File: config.mk
export PLATFORM = sky130hd
export DESIGN_NAME = csa_pipe_adder
export DESIGN_NICKNAME = d
export VERILOG_FILES = /design/src/rtl/csa_pkg.sv /design/src/rtl/csa_slice.sv /design/src/rtl/csa_pipe_adder.sv
export SDC_FILE = /design/constraint.sdc
export NUM_CORES = 1
export LEC_CHECK = 0
export CAP_MARGIN = 5
export CORE_MARGIN = 10
export CORE_UTILIZATION = 25
export DETAILED_ROUTE_END_ITERATION = 8
export HOLD_SLACK_MARGIN = 0.02
export PLACE_DENSITY = 0.46
export SLEW_MARGIN = 10
export SYNTH_ARGS = -nofsm -noshare
export SYNTH_HDL_FRONTEND = slang
export SYNTH_SLANG_ARGS = --single-unit
File: constraint.sdc
create_clock -name clk -period 1.8 [get_ports clk]
set_input_delay 0.36 -clock clk [delete_from_list [all_inputs] [get_ports clk]]
set_output_delay 0.36 -clock clk [all_outputs]
set_load 0.01 [all_outputs]
File: src/rtl/csa_pkg.sv
// Shared sizing helpers and parameter legality check for the pipelined carry-select adder.
package csa_pkg;

  localparam int unsigned CSA_WIDTH_DEF = 12;
  localparam int unsigned CSA_BLOCK_DEF = 4;
  localparam int unsigned CSA_GROUP_DEF = 1;

  // Number of BLOCK-bit slices across the operand.
  function automatic int unsigned csa_nslice(input int unsigned width, input int unsigned block);
    return (block == 0) ? 0 : width / block;
  endfunction

  // Pipeline depth: one stage per GROUP slices, last stage may be partial.
  function automatic int unsigned csa_lat(input int unsigned nslice, input int unsigned group);
    return (group == 0) ? 0 : (nslice + group - 1) / group;
  endfunction

  function automatic bit csa_params_ok(input int unsigned width, input int unsigned block,
                                       input int unsigned group);
    if (width == 0 || block == 0) return 1'b0;
    if (width % block != 0) return 1'b0;
    return (group >= 1) && (group <= width / block);
  endfunction

endpackage

File: src/rtl/csa_slice.sv
// Carry-select slice: a BLOCK-bit ripple pair precomputed for carry-in 0 and 1, then
// muxed by the live carry. DUAL=0 gives a plain ripple slice for the first slice.
module csa_slice #(
  parameter int unsigned BLOCK = 4,
  parameter bit          DUAL  = 1'b1
) (
  input  logic [BLOCK-1:0] a,
  input  logic [BLOCK-1:0] b,
  input  logic             cin,
  output logic [BLOCK-1:0] sum,
  output logic             cout
);

  if (DUAL) begin : g_dual
    logic [BLOCK-1:0] s0;
    logic [BLOCK-1:0] s1;
    logic             c0;
    logic             c1;

    always_comb begin : p_ripple
      logic r0;
      logic r1;
      s0 = '0;
      s1 = '0;
      r0 = 1'b0;
      r1 = 1'b1;
      for (int i = 0; i < int'(BLOCK); i++) begin
        s0[i] = a[i] ^ b[i] ^ r0;
        s1[i] = a[i] ^ b[i] ^ r1;
        r0    = (a[i] & b[i]) | (r0 & (a[i] ^ b[i]));
        r1    = (a[i] & b[i]) | (r1 & (a[i] ^ b[i]));
      end
      c0 = r0;
      c1 = r1;
    end

    assign sum  = cin ? s1 : s0;
    assign cout = c0 | (c1 & cin);
  end else begin : g_single
    always_comb begin : p_ripple
      logic r;
      sum = '0;
      r   = cin;
      for (int i = 0; i < int'(BLOCK); i++) begin
        sum[i] = a[i] ^ b[i] ^ r;
        r      = (a[i] & b[i]) | (r & (a[i] ^ b[i]));
      end
      cout = r;
    end
  end

endmodule

File: src/rtl/csa_pipe_adder.sv
// Pipelined carry-select adder/subtractor with valid/ready handshake on both sides.
// Each stage finishes GROUP slices and skews the untouched upper operand bits forward.
module csa_pipe_adder
  import csa_pkg::*;
#(
  parameter int unsigned WIDTH = CSA_WIDTH_DEF,
  parameter int unsigned BLOCK = CSA_BLOCK_DEF,
  parameter int unsigned GROUP = CSA_GROUP_DEF
) (
  input  logic             clk,
  input  logic             rst_n,
  input  logic [WIDTH-1:0] i_add_term1,
  input  logic [WIDTH-1:0] i_add_term2,
  input  logic             i_carry,
  input  logic             i_sub,
  input  logic             i_valid,
  output logic             o_ready,
  output logic [WIDTH-1:0] o_sum,
  output logic             o_cout,
  output logic             o_ovf,
  output logic             o_valid,
  input  logic             i_ready
);

  localparam int unsigned NSLICE = csa_nslice(WIDTH, BLOCK);
  localparam int unsigned LAT    = csa_lat(NSLICE, GROUP);
  localparam int unsigned MSB    = WIDTH - 1;

  if (!csa_params_ok(WIDTH, BLOCK, GROUP)) begin : g_bad_params
    $error("csa_pipe_adder: WIDTH must be a multiple of BLOCK and 1 <= GROUP <= WIDTH/BLOCK");
  end

  // Stage payload: skewed operands (B already conditionally inverted), partial sum, carry.
  typedef struct packed {
    logic [WIDTH-1:0] a;
    logic [WIDTH-1:0] bx;
    logic [WIDTH-1:0] sum;
    logic             c;
    logic             ovf;
  } stage_t;

  stage_t           stage_in [LAT];
  stage_t           st_d     [LAT];
  stage_t           st_q     [LAT];
  logic [LAT-1:0]   v_q;
  logic [LAT-1:0]   v_d;
  logic [LAT:0]     adv;
  logic [WIDTH-1:0] slice_sum;
  logic [NSLICE-1:0] slice_cout;

  // Stage 0 sees the ports; later stages see the previous stage register.
  always_comb begin
    stage_in[0].a   = i_add_term1;
    stage_in[0].bx  = i_sub ? ~i_add_term2 : i_add_term2;
    stage_in[0].sum = '0;
    stage_in[0].c   = i_carry ^ i_sub;
    stage_in[0].ovf = 1'b0;
    for (int k = 1; k < int'(LAT); k++) begin
      stage_in[k] = st_q[k-1];
    end
  end

  for (genvar j = 0; j < int'(NSLICE); j++) begin : g_slice
    localparam int unsigned STG = j / GROUP;
    logic             cin_w;
    logic             cout_w;
    logic [BLOCK-1:0] sum_w;

    if (j % GROUP == 0) begin : g_head
      assign cin_w = stage_in[STG].c;
    end else begin : g_chain
      assign cin_w = g_slice[j-1].cout_w;
    end

    csa_slice #(
      .BLOCK (BLOCK),
      .DUAL  (j != 0)
    ) u_slice (
      .a    (stage_in[STG].a[j*BLOCK +: BLOCK]),
      .b    (stage_in[STG].bx[j*BLOCK +: BLOCK]),
      .cin  (cin_w),
      .sum  (sum_w),
      .cout (cout_w)
    );

    assign slice_sum[j*BLOCK +: BLOCK] = sum_w;
    assign slice_cout[j]               = cout_w;
  end

  // Merge each stage's finished slices and its outgoing carry into the payload.
  always_comb begin
    for (int k = 0; k < int'(LAT); k++) begin
      st_d[k] = stage_in[k];
    end
    for (int j = 0; j < int'(NSLICE); j++) begin
      st_d[j/GROUP].sum[j*BLOCK +: BLOCK] = slice_sum[j*BLOCK +: BLOCK];
      if ((j % GROUP == GROUP - 1) || (j == NSLICE - 1)) begin
        st_d[j/GROUP].c = slice_cout[j];
      end
    end
    st_d[LAT-1].ovf = (st_d[LAT-1].a[MSB] == st_d[LAT-1].bx[MSB]) &&
                      (st_d[LAT-1].sum[MSB] != st_d[LAT-1].a[MSB]);
  end

  // A stage may load when it is empty or its content moves on; empty stages collapse bubbles.
  always_comb begin
    adv      = '0;
    v_d      = v_q;
    adv[LAT] = i_ready;
    for (int k = int'(LAT) - 1; k >= 0; k--) begin
      adv[k] = !v_q[k] || adv[k+1];
    end
    v_d[0] = adv[0] ? i_valid : v_q[0];
    for (int k = 1; k < int'(LAT); k++) begin
      v_d[k] = adv[k] ? v_q[k-1] : v_q[k];
    end
  end

  always_ff @(posedge clk or negedge rst_n) begin
    if (!rst_n) begin
      v_q <= '0;
      for (int k = 0; k < int'(LAT); k++) begin
        st_q[k] <= '0;
      end
    end else begin
      v_q <= v_d;
      for (int k = 0; k < int'(LAT); k++) begin
        if (adv[k]) begin
          st_q[k] <= st_d[k];
        end
      end
    end
  end

  assign o_ready = adv[0];
  assign o_valid = v_q[LAT-1];
  assign o_sum   = st_q[LAT-1].sum;
  assign o_cout  = st_q[LAT-1].c;
  assign o_ovf   = st_q[LAT-1].ovf;

endmodule

# Word-level counts from Yosys, hierarchy flattened
# Index checks and enable logic that the tools add are counted.
# classes
eq_ne	2
n_mux	3
n_bitwise	82
n_reduce_logical	7
# ops
op	count
$and A1 B1 Y1	30
$xor A1 B1 Y1	29
$or A1 B1 Y1	20
$mux W12	1
$not A12 Y12	1
$mux W4	2
$logic_not A1 Y1	3
$logic_or A1 B1 Y1	3
$not A1 Y1	2
$eq A1 B1 Y1	1
$logic_and A1 B1 Y1	1
$ne A1 B1 Y1	1
# totals
inputBits	30
elab_cells	108
reg_bits	79
output_inout_bits	16

# Longest topological paths before layout
# Gate-level depths: netlist of the first run.
# depth
ltp_word	11
mapped_depth	11
mapped_depth_nobuf	9

# Cells and area by module
# A second synthesis of the first run with hierarchy kept.
# unflattened
cells_unflattened	198
hier_area_um2	2856.5
# by_module_without_submodules
module	area_each_um2	seq_area_each_um2	n_inst	cells_per_inst
csa_pipe_adder	2367.3	1376.3	1	136
csa_slice at g_slice[2].u_slice	186.4	0.0	1	25
csa_slice at g_slice[1].u_slice	185.2	0.0	1	23
csa_slice at g_slice[0].u_slice	117.6	0.0	1	14

# Worst setup path after synthesis of the first run
# OpenSTA, ideal clock, no wires.
# synth_path
path_type	input-to-reg
from	in i_sub
to	reg st_q (netlist bit st_d[43])
path_stages	11
arrival_time_ps	2565
t_required_ps	1675
setup_slack_ps	-890
setup_time_ps	125
cell_sequence	clkbuf_1 buf_4 xnor2_1 fa_1 inv_1 fa_1 inv_1 fa_1 inv_1 fa_1 mux2_4
# synth_between
elab_chain_cells	9
# synth_lines
element	line_no	source
start: declaration	csa_pipe_adder.sv:15	input logic i_sub,
$mux W12	csa_pipe_adder.sv:54	stage_in[0].bx = i_sub ? ~i_add_term2 : i_add_term2;
$xor A1 B1 Y1	csa_slice.sv:46	r = (a[i] & b[i]) | (r & (a[i] ^ b[i]));
$and A1 B1 Y1	csa_slice.sv:46	
$or A1 B1 Y1	csa_slice.sv:46	
$and A1 B1 Y1	csa_slice.sv:46	
$or A1 B1 Y1	csa_slice.sv:46	
$and A1 B1 Y1	csa_slice.sv:46	
$or A1 B1 Y1	csa_slice.sv:46	
$xor A1 B1 Y1 *	csa_slice.sv:45	sum[i] = a[i] ^ b[i] ^ r;
via g_slice[0].sum_w[3]	csa_pipe_adder.sv:67	logic [BLOCK-1:0] sum_w;
end signal: indexed assignment	csa_pipe_adder.sv:129	st_q[k] <= st_d[k];
end: declaration	csa_pipe_adder.sv:44	stage_t st_q [LAT];
# The timed path passes the listed nets; every way through them passes the cells marked *.
# A chain may end at the register's enable or synchronous reset.

# Worst setup path after layout of the first run
# Same ends and word-level chain as after synthesis.

==> results of run 1 <==
synthesized netlist by cell type:
master    number
xnor2_1       12
xor2_1         8
a31oi_1        2
mux2_4         5
nand2_1       72
ha_1          10
inv_1          9
nor3b_2        1
o21ai_0       14
nor3_1         3
fa_1           4
dfrtp_1       55
o41ai_2        1
nand2_4        1
mux2_2         5
buf_6          2
nor2_1        12
nor2b_1        3
a21oi_1       13
a21oi_2        1
buf_4          2
a41oi_1        1
clkbuf_1       4
o31ai_1        1
nand2b_1       4
a21o_1         1
or3_1          1
buf_2          4
o21a_1         3
or2_2          3
and3b_1        1
final timing paths:
path / slack, ns / cells after the start / start / endpoint
setup / recovery: -0.28 / 10 / i_sub / st_d[43]$_DFFE_PN0P_
hold / removal: 0.03 / 2 / rst_n / o_sum[9]$_DFFE_PN0P_
setup reg to reg: 0.20 / 5 / st_d[35]$_DFFE_PN0P_ / o_ovf$_DFFE_PN0P_
hold reg to reg: 0.47 / 2 / o_sum[6]$_DFFE_PN0P_ / o_sum[6]$_DFFE_PN0P_
max in group asynchronous: 1.50 / 2 / rst_n / st_d[36]$_DFFE_PN0P_
min in group clk: 0.47 / 2 / o_sum[6]$_DFFE_PN0P_ / o_sum[6]$_DFFE_PN0P_
power groups by stage:
stage	Clock, W	Sequential (W)	Combinational [W]
floorplan	0	0.00179	0.000686
global placement	0	0.00178	0.00124
detailed placement	0	0.00178	0.00126
CTS	0.000788	0.00176	0.00127
global route	0.000823	0.00179	0.00140
finish	0.000742	0.00175	0.00123
stage by stage:
step | instances | hold WS (ns)
after floorplan | 258 | 0.06441
after global routing | 443 | 0.03741
after detailed placement | 436 | 0.3899
after global placement | 436 | 0.3849
after CTS | 444 | 0.04228
final | 443 | 0.02861
final cells by class:
type	instances	area, um2	area share (%)
Inverter	9	33.78	0.9854
Sequential cell	55	1376	40.15
Timing Repair Buffer	53	539.3	15.73
Multi-Input combinational cell	182	1209	35.26
Clock buffer	8	100.1	2.920
Tap cell	136	170.2	4.963
what timing repair did:
action / in CTS / in global routing
setup endpoints to repair: 5 / 3
pin swaps: 6 / 7
resized for setup: 23 / 8
hold buffers: 0 / 0
worst max-delay path, cell delays in order:
cell and delay [ns]:
buf_12 0.11, xnor2_4 0.13, fa_2 0.35, inv_2 0.06, fa_2 0.18, inv_2 0.04
fa_2 0.32, inv_2 0.06, fa_1 0.39, mux2_4 0.26
logic make-up (layout without fill, tap and decap cells):
logic type / Yosys count / in the layout / synth area share [%]
AOI/OAI and AO/OA: 37 / 37 / 8.279
xor gates and xnor gates: 20 / 20 / 6.623
adders and majority gates: 14 / 14 / 7.758
buffers and inverters: 21 / 70 / 4.020
DFF: 55 / 55 / 52.03
muxes: 10 / 10 / 4.967
and+or+nand+nor: 101 / 101 / 16.32
sequential cells by signal, indices dropped and copies added (netlist names):
signal,flops
v_q,3
st_d,36
g_slice.cin_w,2
o_cout,1
o_ovf,1
o_sum,12
routing by layer:
| layer | track usage [%] | up-vias |
|---|---|---|
| li1 | - | 928 |
| met1 | 10.76 | 831 |
| met2 | 11.31 | 40 |
| met3 | 2.663 | 4 |
| met4 | 2.651 | 0 |
| met5 | 0 | - |
==> reports/qor.txt, run 1 <==
clk_lat worst skew -> 0.31 ns
setup_tns -> -0.3834 ns
run status -> complete, but fails checks
Core ar. -> 10320 um2
area share of the leading cell type in the synthesized netlist -> 52.03%
Syn-to-layout area delta -> 29.61%
Initial Util -> 25.62%
drt first-iter violations -> 78
Sw Pwr -> 0.001157 W
max-cap viol count -> 0
maximum VDD drop -> 0.0004016 V
Antenna Cells -> 0
Tot Pwr -> 0.003727 W
met2 WL -> 2.387 mm
CTS Root Cell -> clkbuf_8
CTS buffer count -> 5
CTS tree -> done
top cells by area, synth -> dfrtp_1 52%, nand2_1 10%, ha_1 4.7%
met3 WL post-DR -> 375 um
Crit Path Class -> input pin to flip-flop
Pwr Density -> 1087 nW/um2
failing checks -> negative setup slack
initial antenna violation count -> 0
class of the worst hold path -> input pin to async pin
cell internal pwr -> 0.002570 W
Clock Sinks -> 55
Synth cell types -> 31
die area -> 15090 um2
clock buffer depth -> 2
WP data required -> 1.99 ns
vias -> 1803
drt wl/cell -> 12.84 um
Clk network pwr share -> 19.9%
largest net degree at the start of global routing -> 56
WL met1 -> 2.866 mm
switch share -> 31.05%
Detail Route Antenna Nets -> 0
combinational share of power -> 33.1%
global placer's final weighted congestion -> 0.7017
dpl ws -> -1.066 ns
Sequential Power Share -> 47.0%
vias in the first global route -> 1882
die width -> 122.9 um
Filler cells -> 1070
Post-Layout Inst Area -> 3428 um2
fin nets -> 350
Max transition margin -> 76.61%
post-CTS setup buffers -> 0
WP data arrival -> 2.28 ns
sequential-to-total area share from yosys stat -> 52.03%
global-route wire length before repair -> 9.508 mm
Leak -> 1.568 nW
Core Util, Final -> 33.21%
I/O Pins -> 46
setup ws final -> -0.2816 ns
synthesized instance count -> 258
Via-to-Cell Ratio -> 4.070
commonest non-fill, non-tap cells in the layout -> 72 x nand2_1, 55 x dfrtp_1, 37 x clkdlybuf4s50_1
CP endpoint kind -> flip-flop
DRC violations left -> 0
Worst-path clk slew -> 0.10 ns
actual slew at the worst max-slew pin -> 0.3508 ns
Setup-failing EPs final -> 2
Top Metal Used -> met4
skew final -> 0.01012 ns
share of cells above drive strength 1 -> 15.64%
synth warn -> 0
Synth Area per Inst -> 10.25 um2
drt total wl -> 5.690 mm
Std-Cell Rows -> 37
commonest non-fill, non-tap cell in the layout -> nand2_1
Yosys reg bits -> 55
Detailed Routing Iterations Pass 1 -> 4
IO buf count -> 45
overall routing resource usage -> 7.867%
final period utilization -> 115.6%
startpoint types -> input pin
post-DP HPWL -> 4.245 mm
fin. max-slew vios -> 0
post-layout min period -> 2.082 ns
H-tree depth -> 2
CP Max Fanout -> 3
Mapped Area -> 2645 um2
Hold Fails Final Rpt -> 0
unrepaired setup endpoints after global routing -> yes
Syn Nets -> 302
total grt overflow -> 0
Post-DP Area -> 3316 um2
Yosys top cell by area -> dfrtp_1
Max Clock Freq -> 480.4 MHz
die span in y -> 122.9 um
(Power assumes the default switching activity.)
==> run 2: changes to the inputs <==
--- a/config.mk
+++ b/config.mk
@@ -6,11 +6,13 @@
 export NUM_CORES = 1
 export LEC_CHECK = 0
 export CAP_MARGIN = 5
-export CORE_MARGIN = 10
+export CORE_MARGIN = 5
 export CORE_UTILIZATION = 25
 export DETAILED_ROUTE_END_ITERATION = 8
+export GPL_ROUTABILITY_DRIVEN = 0
 export HOLD_SLACK_MARGIN = 0.02
 export PLACE_DENSITY = 0.46
+export RECOVER_POWER = 25
 export SLEW_MARGIN = 10
 export SYNTH_ARGS = -nofsm -noshare
 export SYNTH_HDL_FRONTEND = slang
==> reports/qor.txt, run 2 (synthesis gave the netlist of run 1 again) <==
r2r worst-path depth -> 5 (unchanged)
CTS Root Cell -> clkbuf_8 (unchanged)
Max Clock Freq -> 480.8 MHz (was 480.4 MHz)
Final Non-Filler Cells -> 444 (was 443)
Clk network pwr share -> 20.0% (was 19.9%)
unrepaired setup endpoints after global routing -> yes (unchanged)
Core ar. -> 10320 um2 (unchanged)
startpoint types -> input pin (unchanged)
post-layout min period -> 2.080 ns (was 2.082 ns)
IO buf count -> 45 (unchanged)
fin nets -> 351 (was 350)
commonest non-fill, non-tap cell in the layout -> nand2_1 (unchanged)
CTS buffer count -> 5 (unchanged)
setup ws final -> -0.2799 ns (was -0.2816 ns)
combinational share of power -> 32.6% (was 33.1%)
Sw Pwr -> 0.001151 W (was 0.001157 W)
clock buffer depth -> 2 (unchanged)
drt total wl -> 5.341 mm (was 5.690 mm)
CP peak stage delay -> 0.39 ns (about the same)
FF-to-FF End -> o_ovf$_DFFE_PN0P_ (unchanged)
Pwr Density -> 1090 nW/um2 (was 1087 nW/um2)
overall routing resource usage -> 9.097% (was 7.867%)
Inst Count DP -> 436 (unchanged)
WP data required -> 2.00 ns (was 1.99 ns)
Leak -> 1.555 nW (was 1.568 nW)
DRC violations left -> 0 (unchanged)
die area -> 12740 um2 (was 15090 um2)
initial antenna violation count -> 0 (unchanged)
drt wl/cell -> 12.03 um (was 12.84 um)
cell internal pwr -> 0.002561 W (was 0.002570 W)
vias in the first global route -> 1920 (was 1882)
Crit Path Class -> input pin to flip-flop (unchanged)
actual slew at the worst max-slew pin -> 1.074 ns (was 0.3508 ns)
setup slack, reg-to-reg -> 0.19 ns (was 0.20 ns)
largest net degree at the start of global routing -> 38 (was 56)
Detail Route Antenna Nets -> 0 (unchanged)
fin. max-slew vios -> 0 (unchanged)
post-CTS setup buffers -> 0 (unchanged)
max-cap viol count -> 0 (unchanged)
WP data arrival -> 2.28 ns (about the same)
Worst-path clk slew -> 0.09 ns (was 0.10 ns)
total grt overflow -> 0 (unchanged)
final period utilization -> 115.6% (about the same)
CP max-delay cell -> fa_1 (unchanged)
Initial Util -> 25.62% (unchanged)
die span in y -> 112.9 um (was 122.9 um)
drt first-iter violations -> 60 (was 78)
CTS tree -> done (unchanged)
Clock Sinks -> 55 (unchanged)
skew final -> 0.003685 ns (was 0.01012 ns)
Hold Startpoint -> o_sum[6]$_DFFE_PN0P_
run status -> complete, but fails checks (unchanged)
die width -> 112.9 um (was 122.9 um)
maximum VDD drop -> 0.0003976 V (was 0.0004016 V)
CP cell instances -> buf_12 -> xnor2_4 -> fa_2 -> inv_2 -> fa_2 -> inv_2 -> fa_2 -> inv_2 -> fa_1 -> mux2_4 (unchanged)
CP Max Fanout -> 3 (unchanged)
R2R Path Start -> st_d[35]$_DFFE_PN0P_ (unchanged)
Setup-failing EPs final -> 2 (unchanged)
Hold Fails Final Rpt -> 0 (unchanged)
Filler cells -> 1091 (was 1070)
Max transition margin -> 28.43% (was 76.61%)
global-route wire length before repair -> 9.611 mm (was 9.508 mm)
Sequential Power Share -> 47.4% (was 47.0%)
dpl ws -> -1.078 ns (was -1.066 ns)
switch share -> 31.01% (was 31.05%)
class of the worst hold path -> flip-flop to flip-flop (was input pin to async pin)
Syn-to-layout area delta -> 28.81% (was 29.61%)
H-tree depth -> 2 (unchanged)
post-DP HPWL -> 4.083 mm (was 4.245 mm)
CP endpoint kind -> flip-flop (unchanged)
Via-to-Cell Ratio -> 4.054 (was 4.070)
vias -> 1800 (was 1803)
share of cells above drive strength 1 -> 14.94% (was 15.64%)
Hold Path Depth -> 2
max FFs per register -> 36 (unchanged)
I/O Pins -> 46 (unchanged)
Hold Path Sink -> o_sum[6]$_DFFE_PN0P_
clk_lat worst skew -> 0.30 ns (was 0.31 ns)
Antenna Cells -> 0 (unchanged)
failing checks -> negative setup slack (unchanged)
footprint of the multi-input gates -> 1209 um2 (unchanged)
storage element area -> 1376 um2 (unchanged)
Detailed Routing Iterations Pass 1 -> 4 (unchanged)
commonest non-fill, non-tap cells in the layout -> 72 x nand2_1, 55 x dfrtp_1, 37 x clkdlybuf4s50_1 (unchanged)
Std-Cell Rows -> 37 (unchanged)
-- run 2: cell types whose count changed in the layout (fill, tap and decap cells not counted) --
cell	previous run	this run
clkbuf_2	0	1
dlygate4sd3_1	0	1
buf_2	2	1
buf_4	6	5
clkdlybuf4s15_1	1	0
buf_8	0	1
clkbuf_1	1	4
buf_12	3	1
-- run 2: timing repair --
action | in CTS | in global routing
resized for setup | 23 | 9
setup endpoints to repair | 5 | 3
hold buffers | 1 | 0
pin swaps | 6 | 7
endpoints found under the hold margin | 18 | 0
-- run 2: cell type report --
cell class,instances,share of cell area [%]
flip-flops and latches,55,40.40
multi-input cells,182,35.48
repair buffers,54,15.20
well taps,136,4.994
clock buffers,8,2.938
inverters,9,0.9916
-- run 2: worst max path at each step --
stage	start	end	slack (ns)
floorplan	i_sub	st_d[43]$_DFFE_PN0P_	-0.70
global placement	i_sub	st_d[43]$_DFFE_PN0P_	-1.04
detailed placement	i_sub	st_d[43]$_DFFE_PN0P_	-1.08
CTS	i_sub	st_d[43]$_DFFE_PN0P_	-0.47
global route	i_sub	st_d[43]$_DFFE_PN0P_	-0.32
finish	i_sub	st_d[43]$_DFFE_PN0P_	-0.28
-- run 2: power groups by stage --
| stage | sequential, W | clock [W] | combinational [W] |
|---|---|---|---|
| after floorplan | 0.00179 | 0 | 0.000686 |
| after detailed placement | 0.00179 | 0 | 0.00124 |
| after global routing | 0.00182 | 0.000813 | 0.00139 |
| final | 0.00176 | 0.000743 | 0.00121 |
| after CTS | 0.00177 | 0.000774 | 0.00125 |
| after global placement | 0.00178 | 0 | 0.00122 |
-- run 2: routing by layer --
| layer | part of all wire (%) | wire length (um) | up-vias | GRT usage, % |
|---|---|---|---|---|
| li1 | - | - | 934 | - |
| met2 | 42 | 2251 | 39 | 13.39 |
| met5 | 0 | 0 | - | 0 |
| met1 | 52 | 2755 | 823 | 13.22 |
| met3 | 5.0 | 267 | 4 | 1.765 |
| met4 | 1.3 | 67 | 0 | 3.365 |
-- run 2: per-stage QoR --
stage	utilization [%]	total power [W]	setup TNS [ns]	instance area, um2	hold slack (ns)
finish	33.00	0.003712	-0.3856	3407	0.4690
global route	33.00	0.004015	-1.145	3407	0.5092
CTS	33.10	0.003789	-0.7974	3417	0.4741
detailed placement	32.00	0.003031	-5.882	3303	0.3402
global placement	32.00	0.003002	-6.032	3303	0.3445
floorplan	-	0.002480	-1.666	2714	0.06441
-- run 2: worst max-delay path: cells and delay by family --
family	cells	cell delay (ns)
muxes	1	0.26
xor gates and xnor gates	1	0.13
adders and majority gates	4	1.26
buffers and inverters	4	0.27
